--- config.mk ---
export PLATFORM = sky130hd
export DESIGN_NAME = ro_worker_sequencer_flat
export DESIGN_NICKNAME = d
export VERILOG_FILES = /design/src/rtl/ro_worker_sequencer_pkg.sv /design/src/rtl/ro_worker_sequencer_if.sv /design/src/rtl/ro_worker_sequencer_sync2.sv /design/src/rtl/ro_worker_sequencer.sv /design/src/flat_wrapper.sv
export SDC_FILE = /design/constraint.sdc
export NUM_CORES = 1
export LEC_CHECK = 0
export ABC_AREA = 1
export BUFFER_PORTS_ARGS = -buffer_cell sky130_fd_sc_hd__buf_2
export CORE_MARGIN = 2
export CORE_UTILIZATION = 55
export DETAILED_ROUTE_END_ITERATION = 7
export PLACE_DENSITY_LB_ADDON = 0.15
export SETUP_SLACK_MARGIN = 0.1
export SYNTH_ARGS = -nofsm -noshare
export SYNTH_HDL_FRONTEND = slang
export SYNTH_SLANG_ARGS = --single-unit
--- constraint.sdc ---
create_clock -name clk -period 2.9 [get_ports clk]
set_input_delay 0.29 -clock clk [delete_from_list [all_inputs] [get_ports clk]]
set_output_delay 0.29 -clock clk [all_outputs]
set_load 0.02 [all_outputs]
--- src/rtl/ro_worker_sequencer_pkg.sv ---
// ro_worker_sequencer_pkg: shared states, byte order and default timing for the worker sequencer
package ro_worker_sequencer_pkg;
  localparam int SHIFT_HI_DEF = 8;
  localparam int SHIFT_LO_DEF = 8;
  localparam int RST_CYCLES_DEF = 4;
  localparam int EW_DEF = 24;
  localparam logic [1:0] B_START_HI = 2'd0;
  localparam logic [1:0] B_START_LO = 2'd1;
  localparam logic [1:0] B_LIMIT_HI = 2'd2;
  localparam logic [1:0] B_LIMIT_LO = 2'd3;
  typedef enum logic [3:0] {
    S_IDLE, S_WRST, S_LOAD_LO, S_LOAD_HI, S_RUN, S_STOP_HI, S_CAPTURE, S_RECOVER, S_RESULT
  } state_t;
  function automatic logic [7:0] job_byte(input logic [15:0] s, input logic [15:0] l, input logic [1:0] k);
    return k == B_START_HI ? s[15:8] : k == B_START_LO ? s[7:0] : k == B_LIMIT_HI ? l[15:8] : l[7:0];
  endfunction
endpackage

--- src/rtl/ro_worker_sequencer_if.sv ---
// ro_worker_sequencer_if: job, result and worker pin bundle; master is the environment, slave the sequencer
interface ro_worker_sequencer_if
  import ro_worker_sequencer_pkg::*;
#(
  parameter int EW = EW_DEF
);
  logic          job_valid;
  logic          job_ready;
  logic          job_mode;
  logic          job_clock_sel;
  logic [15:0]   job_start;
  logic [15:0]   job_limit;
  logic [EW-1:0] job_stop_after;
  logic          res_valid;
  logic          res_ready;
  logic [EW-1:0] res_elapsed;
  logic [7:0]    res_byte;
  logic          res_timeout;
  logic [7:0]    w_din;
  logic          w_shift;
  logic          w_mode;
  logic          w_stop;
  logic          w_clock_sel;
  logic          w_rst_n;
  logic          w_done_async;
  logic [7:0]    w_result;
  logic          busy;
  modport master (
    output job_valid, job_mode, job_clock_sel, job_start, job_limit, job_stop_after, res_ready,
           w_done_async, w_result,
    input  job_ready, res_valid, res_elapsed, res_byte, res_timeout, w_din, w_shift, w_mode,
           w_stop, w_clock_sel, w_rst_n, busy
  );
  modport slave (
    input  job_valid, job_mode, job_clock_sel, job_start, job_limit, job_stop_after, res_ready,
           w_done_async, w_result,
    output job_ready, res_valid, res_elapsed, res_byte, res_timeout, w_din, w_shift, w_mode,
           w_stop, w_clock_sel, w_rst_n, busy
  );
endinterface

--- src/rtl/ro_worker_sequencer_sync2.sv ---
// sync2: two-flop synchronizer for a single asynchronous level
module sync2 (
  input  logic clk,
  input  logic reset,
  input  logic i_d,
  output logic o_q
);
  logic r_meta;
  logic r_q;
  assign o_q = r_q;
  // Two back-to-back flops give the first stage a full cycle to resolve
  always_ff @(posedge clk) begin
    if (reset) begin
      r_meta <= 1'b0;
      r_q <= 1'b0;
    end else begin
      r_meta <= i_d;
      r_q <= r_meta;
    end
  end
endmodule

--- src/rtl/ro_worker_sequencer.sv ---
// ro_worker_sequencer: runs one ring-oscillator worker job: reset, byte load, timed run, optional stop, capture
module ro_worker_sequencer
  import ro_worker_sequencer_pkg::*;
#(
  parameter int SHIFT_HI = SHIFT_HI_DEF,
  parameter int SHIFT_LO = SHIFT_LO_DEF,
  parameter int RST_CYCLES = RST_CYCLES_DEF,
  parameter int EW = EW_DEF
) (
  input logic clk,
  input logic reset,
  ro_worker_sequencer_if.slave bus
);
  localparam logic [15:0] C_HI = 16'(SHIFT_HI - 1);
  localparam logic [15:0] C_LO = 16'(SHIFT_LO - 1);
  localparam logic [15:0] C_RST = 16'(RST_CYCLES - 1);
  state_t        r_state;
  logic [15:0]   r_cnt;
  logic [1:0]    r_k;
  logic [15:0]   r_start;
  logic [15:0]   r_limit;
  logic [EW-1:0] r_stop_after;
  logic [EW-1:0] r_elapsed;
  logic          r_fired;
  logic          r_job_ready;
  logic          r_res_valid;
  logic [7:0]    r_res_byte;
  logic          r_res_timeout;
  logic [7:0]    r_din;
  logic          r_shift;
  logic          r_mode;
  logic          r_stop;
  logic          r_clock_sel;
  logic          r_rst_n;
  logic          r_busy;
  logic          w_done;
  logic          w_cnt_zero;
  logic          w_el_max;
  logic [EW-1:0] w_el_inc;
  sync2 u_sync (.clk(clk), .reset(reset), .i_d(bus.w_done_async), .o_q(w_done));
  assign w_cnt_zero = r_cnt == '0;
  assign w_el_max = r_elapsed == {EW{1'b1}};
  assign w_el_inc = w_el_max ? r_elapsed : r_elapsed + EW'(1);
  assign bus.job_ready = r_job_ready;
  assign bus.res_valid = r_res_valid;
  assign bus.res_elapsed = r_elapsed;
  assign bus.res_byte = r_res_byte;
  assign bus.res_timeout = r_res_timeout;
  assign bus.w_din = r_din;
  assign bus.w_shift = r_shift;
  assign bus.w_mode = r_mode;
  assign bus.w_stop = r_stop;
  assign bus.w_clock_sel = r_clock_sel;
  assign bus.w_rst_n = r_rst_n;
  assign bus.busy = r_busy;
  // Job FSM; the shared down-counter times every wait and idles at zero, and the
  // stop is launched one cycle early so w_stop is high in the cycle elapsed equals stop_after
  always_ff @(posedge clk) begin
    if (reset) begin
      r_state <= S_IDLE;
      r_cnt <= '0;
      r_k <= '0;
      r_start <= '0;
      r_limit <= '0;
      r_stop_after <= '0;
      r_elapsed <= '0;
      r_fired <= 1'b0;
      r_job_ready <= 1'b0;
      r_res_valid <= 1'b0;
      r_res_byte <= '0;
      r_res_timeout <= 1'b0;
      r_din <= '0;
      r_shift <= 1'b0;
      r_mode <= 1'b0;
      r_stop <= 1'b0;
      r_clock_sel <= 1'b0;
      r_rst_n <= 1'b0;
      r_busy <= 1'b0;
    end else begin
      if (!w_cnt_zero) r_cnt <= r_cnt - 16'd1;
      case (r_state)
        S_IDLE: begin
          r_job_ready <= 1'b1;
          r_rst_n <= 1'b1;
          r_busy <= 1'b0;
          if (bus.job_valid && r_job_ready) begin
            r_start <= bus.job_start;
            r_limit <= bus.job_limit;
            r_stop_after <= bus.job_stop_after;
            r_mode <= bus.job_mode;
            r_clock_sel <= bus.job_clock_sel;
            r_k <= '0;
            r_fired <= 1'b0;
            r_res_timeout <= 1'b0;
            r_res_byte <= '0;
            r_job_ready <= 1'b0;
            r_busy <= 1'b1;
            r_rst_n <= 1'b0;
            r_cnt <= C_RST;
            r_state <= S_WRST;
          end
        end
        S_WRST: if (w_cnt_zero) begin
          r_rst_n <= 1'b1;
          r_din <= job_byte(r_start, r_limit, r_k);
          r_cnt <= C_LO;
          r_state <= S_LOAD_LO;
        end
        S_LOAD_LO: if (w_cnt_zero) begin
          r_shift <= 1'b1;
          r_cnt <= C_HI;
          r_state <= S_LOAD_HI;
        end
        S_LOAD_HI: if (w_cnt_zero) begin
          r_shift <= 1'b0;
          if (r_k == B_LIMIT_LO) begin
            r_elapsed <= '0;
            if (r_mode && r_stop_after == '0) begin
              r_stop <= 1'b1;
              r_fired <= 1'b1;
              r_cnt <= C_HI;
              r_state <= S_STOP_HI;
            end else r_state <= S_RUN;
          end else begin
            r_k <= r_k + 2'd1;
            r_din <= job_byte(r_start, r_limit, r_k + 2'd1);
            r_cnt <= C_LO;
            r_state <= S_LOAD_LO;
          end
        end
        S_RUN: begin
          if (w_done) begin
            r_cnt <= C_LO;
            r_state <= S_CAPTURE;
          end else if (w_el_max) begin
            r_res_timeout <= 1'b1;
            r_res_byte <= '0;
            r_rst_n <= 1'b0;
            r_cnt <= C_RST;
            r_state <= S_RECOVER;
          end else begin
            r_elapsed <= r_elapsed + EW'(1);
            if (r_mode && !r_fired && r_elapsed + EW'(1) == r_stop_after) begin
              r_stop <= 1'b1;
              r_fired <= 1'b1;
              r_cnt <= C_HI;
              r_state <= S_STOP_HI;
            end
          end
        end
        S_STOP_HI: begin
          r_elapsed <= w_el_inc;
          if (w_cnt_zero) begin
            r_stop <= 1'b0;
            r_state <= S_RUN;
          end
        end
        S_CAPTURE: if (w_cnt_zero) begin
          r_res_byte <= bus.w_result;
          r_res_valid <= 1'b1;
          r_state <= S_RESULT;
        end
        S_RECOVER: if (w_cnt_zero) begin
          r_rst_n <= 1'b1;
          r_res_valid <= 1'b1;
          r_state <= S_RESULT;
        end
        S_RESULT: if (bus.res_ready) begin
          r_res_valid <= 1'b0;
          r_job_ready <= 1'b1;
          r_busy <= 1'b0;
          r_state <= S_IDLE;
        end
        default: r_state <= S_IDLE;
      endcase
    end
  end
endmodule

--- src/flat_wrapper.sv ---
// flat-port wrapper written by rule: the top's interface ports become plain ports
module ro_worker_sequencer_flat import ro_worker_sequencer_pkg::*;
#(
  parameter int SHIFT_HI = SHIFT_HI_DEF,
  parameter int SHIFT_LO = SHIFT_LO_DEF,
  parameter int RST_CYCLES = RST_CYCLES_DEF,
  parameter int EW = EW_DEF
)
  (clk, reset, bus_job_valid, bus_job_mode, bus_job_clock_sel, bus_job_start, bus_job_limit, bus_job_stop_after, bus_res_ready, bus_w_done_async, bus_w_result, bus_job_ready, bus_res_valid, bus_res_elapsed, bus_res_byte, bus_res_timeout, bus_w_din, bus_w_shift, bus_w_mode, bus_w_stop, bus_w_clock_sel, bus_w_rst_n, bus_busy);
  ro_worker_sequencer_if #(.EW(EW)) bus_i ();
  input logic clk;
  input logic reset;
  input wire logic [$bits(bus_i.job_valid)-1:0] bus_job_valid;
  input wire logic [$bits(bus_i.job_mode)-1:0] bus_job_mode;
  input wire logic [$bits(bus_i.job_clock_sel)-1:0] bus_job_clock_sel;
  input wire logic [$bits(bus_i.job_start)-1:0] bus_job_start;
  input wire logic [$bits(bus_i.job_limit)-1:0] bus_job_limit;
  input wire logic [$bits(bus_i.job_stop_after)-1:0] bus_job_stop_after;
  input wire logic [$bits(bus_i.res_ready)-1:0] bus_res_ready;
  input wire logic [$bits(bus_i.w_done_async)-1:0] bus_w_done_async;
  input wire logic [$bits(bus_i.w_result)-1:0] bus_w_result;
  output wire logic [$bits(bus_i.job_ready)-1:0] bus_job_ready;
  output wire logic [$bits(bus_i.res_valid)-1:0] bus_res_valid;
  output wire logic [$bits(bus_i.res_elapsed)-1:0] bus_res_elapsed;
  output wire logic [$bits(bus_i.res_byte)-1:0] bus_res_byte;
  output wire logic [$bits(bus_i.res_timeout)-1:0] bus_res_timeout;
  output wire logic [$bits(bus_i.w_din)-1:0] bus_w_din;
  output wire logic [$bits(bus_i.w_shift)-1:0] bus_w_shift;
  output wire logic [$bits(bus_i.w_mode)-1:0] bus_w_mode;
  output wire logic [$bits(bus_i.w_stop)-1:0] bus_w_stop;
  output wire logic [$bits(bus_i.w_clock_sel)-1:0] bus_w_clock_sel;
  output wire logic [$bits(bus_i.w_rst_n)-1:0] bus_w_rst_n;
  output wire logic [$bits(bus_i.busy)-1:0] bus_busy;
  assign bus_i.job_valid = bus_job_valid;
  assign bus_i.job_mode = bus_job_mode;
  assign bus_i.job_clock_sel = bus_job_clock_sel;
  assign bus_i.job_start = bus_job_start;
  assign bus_i.job_limit = bus_job_limit;
  assign bus_i.job_stop_after = bus_job_stop_after;
  assign bus_i.res_ready = bus_res_ready;
  assign bus_i.w_done_async = bus_w_done_async;
  assign bus_i.w_result = bus_w_result;
  assign bus_job_ready = bus_i.job_ready;
  assign bus_res_valid = bus_i.res_valid;
  assign bus_res_elapsed = bus_i.res_elapsed;
  assign bus_res_byte = bus_i.res_byte;
  assign bus_res_timeout = bus_i.res_timeout;
  assign bus_w_din = bus_i.w_din;
  assign bus_w_shift = bus_i.w_shift;
  assign bus_w_mode = bus_i.w_mode;
  assign bus_w_stop = bus_i.w_stop;
  assign bus_w_clock_sel = bus_i.w_clock_sel;
  assign bus_w_rst_n = bus_i.w_rst_n;
  assign bus_busy = bus_i.busy;
  ro_worker_sequencer #(.SHIFT_HI(SHIFT_HI), .SHIFT_LO(SHIFT_LO), .RST_CYCLES(RST_CYCLES), .EW(EW)) u_core (.clk(clk), .reset(reset), .bus(bus_i));
endmodule
==> reports/results.ini, run 1 <==
[status]
outcome=finished clean

[sta]
tightest_slew_ps=934.6
hold_violations=0
fin_ws_ps=318.7
fin_crit_ps=2581
finalCritPeriodShare_pct=89.01
maxSlewViolCount=0
setup_viol=0
rsz0062_at_grt=no
tns_ps=0
fmax_mhz=387.4
skew_ps=9.880
maxSlewHeadroom_pct=37.69

[pwr]
clock_power_share_pct=28.4
power.internal_mw=4.550
seqPwrFrac_pct=30.5
p_sw_mw=3.045
combPwrFrac_pct=41.1
p_sw_share_pct=40.09
ir_drop_mv=0.5067
p_per_area_nw_per_um2=874.2
p_leak_nw=3.799

[clocking]
holdBufCountCts=0
clk_pin_slew_ps=60
insertion_delay_ps=440
cts-buffers-inserted=17
clock-sinks=130
h-tree-depth=4
cts_resized=0
clockBufferDepth=2
root_buffer=clkbuf_16
cts_tree=yes
postCtsSetupBuffers=0

[final_layout]
mostFrequentLayoutCells=nand2_1, inv_1, dfxtp_1
fin_cells=1392
regArea_um2=2603
fin_nets=1280
multiInputGateArea_um2=3991
nFillCells=1253
fin_area_um2=8688
syn_to_final_growth_pct=18.56
drive_above_1_share_pct=17.96
utilization_pct=66.13
layout_commonest_cell=nand2_1

[run]
maxCapViolations=0

[routing]
firstDrtPassIters=6
wl_met1_um=9181
drt_iter0_markers=505
ant_nets=0
wl_um=20620
vias=7577
wl_met2_um=9471
highest_layer=met4
met3_wirelength_um=1390
vias_per_cell=5.443
wl_per_cell_um=14.81
drc_errors=0

[floorplan]
die_area_um2=14260
die_w_um=119.4
num_rows=42
initial_core_util_pct=55.78
die_y_um=119.4
core_um2=13140
ios=120

[worst_hold_path]
hp-class=in -> reg
whs_path_depth=3

[setup_path]
cpLargestDelayFamily=simple AND/OR/NAND/NOR gates
startpoint_type=register
rr_worst_depth=17
cp_slowest_cell=dfxtp_1
worst_setup_path_end_kind=register
crit_buf_inv=1
crit_fanout=13
max_stage_delay_ps=400
arrival_ps=2900
crit_required_ps=3220
worstPathCellList=ha_1 > nand2_2 > nor2_4 > buf_4 > nand3_1 > nand2_1 > nand3_1 > nand2_1 > nand3_1 > nor2_1 > nand2_1 > nor2_2 > nand2_2 > nand3_4 > nand2_2 > nand2_4 > nor2_1
path_class=reg -> reg
cp.depth=17

[logic_synthesis]
synth.yosys.seq_area_share_pct=35.51
syn_nets=1171
synth.cell_area_um2=7328
synth_async_sr_flop_share_pct=0
netlist_instances=1092
ys_seq_elements=130
avgSynthCellArea_um2=6.711
yosys.area.top_type_share_pct=35.51
synth.distinct_cells=51
synth_area_leaders=dfxtp_1, nand2_1, a21oi_1, inv_1, nand3_1
yosys_warnings=0
synth_flop_cell=dfxtp_1
synth.largest_area_cell=dfxtp_1
synth_edf_count=0

[placed_design]
dp.cells=1357
portBuffers=119
dpl.hpwl_um=14670
post-place-ws_ps=308.2
finalWeightedCongestion=0.9629
place_area_um2=8078

[grt]
antenna_found_initial=2
grt_pass1_wl_um=33380
grt_usage_pct=29.61
grt_max_degree=69
grt_remaining_overflow=0
grt_pass1_vias=6910

power groups by stage:
stage               Combinational, mW  Sequential (mW)  Clock, mW
floorplan                        2.37             2.35          0
global placement                 3.04             2.34          0
detailed placement               3.08             2.34          0
CTS                              3.11             2.31       2.17
global route                     3.53             2.35       2.25
finish                           3.12             2.31       2.16
final cells by class:
type,instances,share of cell area [%]
diodes,2,0.05760
clock buffers,21,5.415
clock inverters,11,1.469
inverters,141,6.106
multi-input cells,776,45.94
flip-flops and latches,130,29.95
well taps,176,2.535
repair buffers,135,8.525
state kept, by name, indices dropped and copies added (netlist names):
name,cells
u_core.bus.res_valid,1
u_core.r_cnt,16
u_core.bus.res_timeout,1
u_core.bus.w_din,8
u_core.r_k,2
u_core.r_start,16
u_core.bus.res_byte,8
u_core.bus.res_elapsed,24
u_core.bus.w_mode,1
u_core.r_state,4
u_core.r_fired,1
u_core.r_stop_after,24
u_core.r_limit,16
u_core.bus.w_clock_sel,1
u_core.u_sync.o_q,1
u_core.bus.w_shift,1
u_core.bus.w_rst_n,1
u_core.bus.busy,1
u_core.bus.job_ready,1
u_core.u_sync.r_meta,1
u_core.bus.w_stop,1
stage by stage:
| stage | total power [mW] | hold WS [ps] |
|---|---|---|
| finish | 7.596 | 63.57 |
| global route | 8.137 | 69.43 |
| CTS | 7.596 | 57.84 |
| detailed placement | 5.422 | 400.2 |
| global placement | 5.387 | 408.3 |
| floorplan | 4.720 | 388.3 |
logic make-up (layout without fill, tap and decap cells):
group                      Yosys count  after routing  synth area share (%)
DFF                                130            130                 35.51
other                                0              2                     0
and+or+nand+nor                    502            502                 31.65
buffers and inverters              186            308                 10.16
AOI/OAI and AO/OA                  247            247                 18.42
xor gates and xnor gates            17             17                 2.595
adders and majority gates            8              8                 1.366
muxes                                2              2                0.2902
Yosys cell counts, types with 2 or more instances:
| library cell | number |
|---|---|
| nand3_4 | 3 |
| nor2_4 | 3 |
| a22oi_1 | 3 |
| xnor3_1 | 3 |
| nor2_2 | 16 |
| ha_1 | 8 |
| buf_6 | 3 |
| or2_2 | 4 |
| o21ai_0 | 78 |
| xor2_1 | 12 |
| nand2_1 | 220 |
| a31oi_1 | 13 |
| dfxtp_1 | 130 |
| nor2_1 | 105 |
| a211oi_1 | 20 |
| o2111ai_1 | 2 |
| and2_1 | 2 |
| xnor2_1 | 2 |
| nor4_1 | 2 |
| nand2_2 | 12 |
| nor3_1 | 9 |
| o22ai_1 | 9 |
| nand4_1 | 18 |
| nand3b_1 | 10 |
| inv_1 | 137 |
| o21ai_1 | 2 |
| nand3_1 | 88 |
| inv_2 | 2 |
| a21oi_1 | 114 |
| nand2_4 | 3 |
| clkbuf_1 | 35 |
| buf_2 | 5 |
worst min-delay path, delay by kind of cell:
kind / cells / cell delay (ps)
simple gates: 1 / 70
buf+inv: 2 / 100
worst paths after layout:
path / from / endpoint / slack [ps]
setup / recovery: u_core.bus.res_elapsed[1]$_SDFFE_PP0P_ / u_core.r_cnt[15]$_SDFF_PP0_ / 320
hold / removal: bus_w_done_async / u_core.u_sync.r_meta$_SDFF_PP0_ / 60
setup reg to reg: u_core.bus.res_elapsed[1]$_SDFFE_PP0P_ / u_core.r_cnt[15]$_SDFF_PP0_ / 320
hold reg to reg: u_core.u_sync.r_meta$_SDFF_PP0_ / u_core.u_sync.o_q$_SDFF_PP0_ / 420
routing by layer:
layer | up-vias | track usage, %
met2 | 257 | 47.41
li1 | 3829 | -
met3 | 45 | 6.801
met5 | - | 0
met4 | 0 | 12.13
met1 | 3446 | 38.60
No activity file was read; power rests on OpenSTA's default activity.
==> run 2: changes to the inputs <==
--- a/config.mk
+++ b/config.mk
@@ -11,6 +11,7 @@
 export CORE_UTILIZATION = 55
 export DETAILED_ROUTE_END_ITERATION = 7
 export PLACE_DENSITY_LB_ADDON = 0.15
+export RECOVER_POWER = 50
 export SETUP_SLACK_MARGIN = 0.1
 export SYNTH_ARGS = -nofsm -noshare
 export SYNTH_HDL_FRONTEND = slang
==> run 2 against run 1 <==
Effect of this change: the flow now finishes with violations (max-capacitance violations, max-slew violations); sequential cell count did not move; sequential power barely moved; clock skew rose by 0.67 ps; combinational power barely moved.
==> reports/results.ini, run 2 (synthesized netlist as in run 1, its figures left out) <==
[routing]
firstDrtPassIters=5  ; -1
drt_iter0_markers=532  ; +5.3%
ant_nets=0  ; unchanged
vias=7619  ; +0.55%
vias_per_cell=5.473  ; +0.55%
drc_errors=0  ; unchanged
wl_um=20670  ; +0.24%
wl_per_cell_um=14.85  ; +0.24%

[sta]
setup_viol=0  ; unchanged
maxSlewHeadroom_pct=-70.81  ; -110 points
maxSlewViolCount=51  ; +51
fmax_mhz=383.8  ; -0.92%
tightest_slew_ps=2562  ; +1628 ps
skew_ps=10.55  ; +0.6718 ps
tns_ps=0  ; unchanged
hold_violations=0  ; unchanged
fin_crit_ps=2605  ; +24.02 ps
finalCritPeriodShare_pct=89.84  ; +0.83 points
rsz0062_at_grt=no
whs_ps=64.58  ; +1.009 ps

[pwr]
p_leak_nw=3.569  ; -6.1%
ir_drop_mv=0.5063  ; about the same
p_per_area_nw_per_um2=878.4  ; +0.47%
finalPower_mw=7.561  ; -0.45%

[grt]
grt_remaining_overflow=0  ; unchanged
grt_max_degree=69  ; unchanged
grt_pass1_vias=6910  ; unchanged
use_met2_pct=47.41  ; unchanged
grt_usage_pct=29.61  ; unchanged
top_usage_layer=met2
met1_usage_pct=38.60  ; unchanged
grt_pass1_wl_um=33380  ; unchanged
antenna_found_initial=2  ; unchanged
grtUsageMet3_pct=6.801  ; unchanged

[status]
violations=max-capacitance violations, max-slew violations
outcome=complete, but fails checks

[setup_path]
crit_fanout=22  ; +9
worst_setup_path_end_kind=register
startpoint_type=register
arrival_ps=2820  ; -80 ps
crit_required_ps=3110  ; -110 ps
path_class=reg -> reg

[final_layout]
utilization_pct=65.52  ; -0.61 points
syn_to_final_growth_pct=17.47
layout_commonest_cell=nand2_1
fin_nets=1280  ; unchanged
nFillCells=1272  ; +1.5%
fin_cells=1392  ; unchanged
mostFrequentLayoutCells=nand2_1, inv_1, dfxtp_1
drive_above_1_share_pct=13.51  ; -4.4 points

[floorplan]
core_um2=13140  ; unchanged
die_area_um2=14260  ; unchanged
die_y_um=119.4  ; unchanged
initial_core_util_pct=55.78  ; unchanged
die_w_um=119.4  ; unchanged
ios=120  ; unchanged
num_rows=42  ; unchanged

[clocking]
cts-buffers-inserted=17  ; unchanged
root_buffer=clkbuf_16
clockBufferDepth=2  ; unchanged
cts_tree=yes
clock-sinks=130  ; unchanged
cts_resized=0  ; unchanged
clk_pin_slew_ps=60  ; about the same
insertion_delay_ps=440  ; about the same
h-tree-depth=4  ; unchanged

[placed_design]
dp.cells=1357  ; unchanged
dpl.hpwl_um=14670  ; unchanged
finalWeightedCongestion=0.9629  ; unchanged
portBuffers=119  ; unchanged

[run]
maxCapViolations=1  ; +1

[worst_hold_path]
hp-class=in -> reg

run 2: power by group:
part | internal [mW] | switching (mW) | total, mW | leakage, nW
combinational | 1.08 | 2.01 | 3.09 | 2.23
clock | 1.33 | 0.822 | 2.16 | 0.286
sequential | 2.12 | 0.199 | 2.32 | 1.06
run 2: path summary, 6_finish.rpt:
check,start,to,slack [ps],depth (start not counted)
hold / removal,bus_w_done_async,u_core.u_sync.r_meta$_SDFF_PP0_,60,3
setup / recovery,u_core.bus.res_elapsed[1]$_SDFFE_PP0P_,u_core.bus.res_elapsed[21]$_SDFFE_PP0P_,290,15
setup reg to reg,u_core.bus.res_elapsed[1]$_SDFFE_PP0P_,u_core.bus.res_elapsed[21]$_SDFFE_PP0P_,290,15
hold reg to reg,u_core.u_sync.r_meta$_SDFF_PP0_,u_core.u_sync.o_q$_SDFF_PP0_,420,2
run 2: worst max-delay path: stages (launching register included):
cell and delay (ps):
dfxtp_1 410, ha_1 240, nand2_2 110, nor2_4 200, buf_4 200, nand2_4 80
clkinv_2 80, nand3_4 90, nor3_4 200, nand2_1 90, nand2_2 90, inv_2 30
nand2_1 90, inv_2 210, a22oi_1 210, nor2_1 50
run 2: through the flow:
| stage | cell area [µm²] | setup WS [ps] |
|---|---|---|
| 6_report | 8608 | 294.7 |
| 5_1_grt | 8606 | 97.54 |
| 4_1_cts | 8676 | 243.7 |
| 3_5_place_dp | 8078 | 308.2 |
| 3_3_place_gp | 8078 | 389.1 |
| 2_1_floorplan | 7328 | 587.0 |
run 2: area by class of cell:
type	count	area, µm²	area share, %
Multi-Input combinational cell	776	3981	46.25
Sequential cell	130	2603	30.23
Timing Repair Buffer	135	670.6	7.791
Inverter	141	530.5	6.163
Clock buffer	21	470.5	5.465
Tap cell	176	220.2	2.558
Clock inverter	11	127.6	1.483
Antenna cell	2	5.005	0.05814
run 2: routing by layer:
layer	up-vias	share of wire, %
met2	262	46
met1	3477	44
met5	-	0
met4	0	2.6
met3	46	7.1
li1	3834	-
run 2: repair_timing:
action / in CTS / in global routing
buffers inserted: 0 / 1
hold buffers: 0 / 0
setup endpoints to repair: 0 / 13
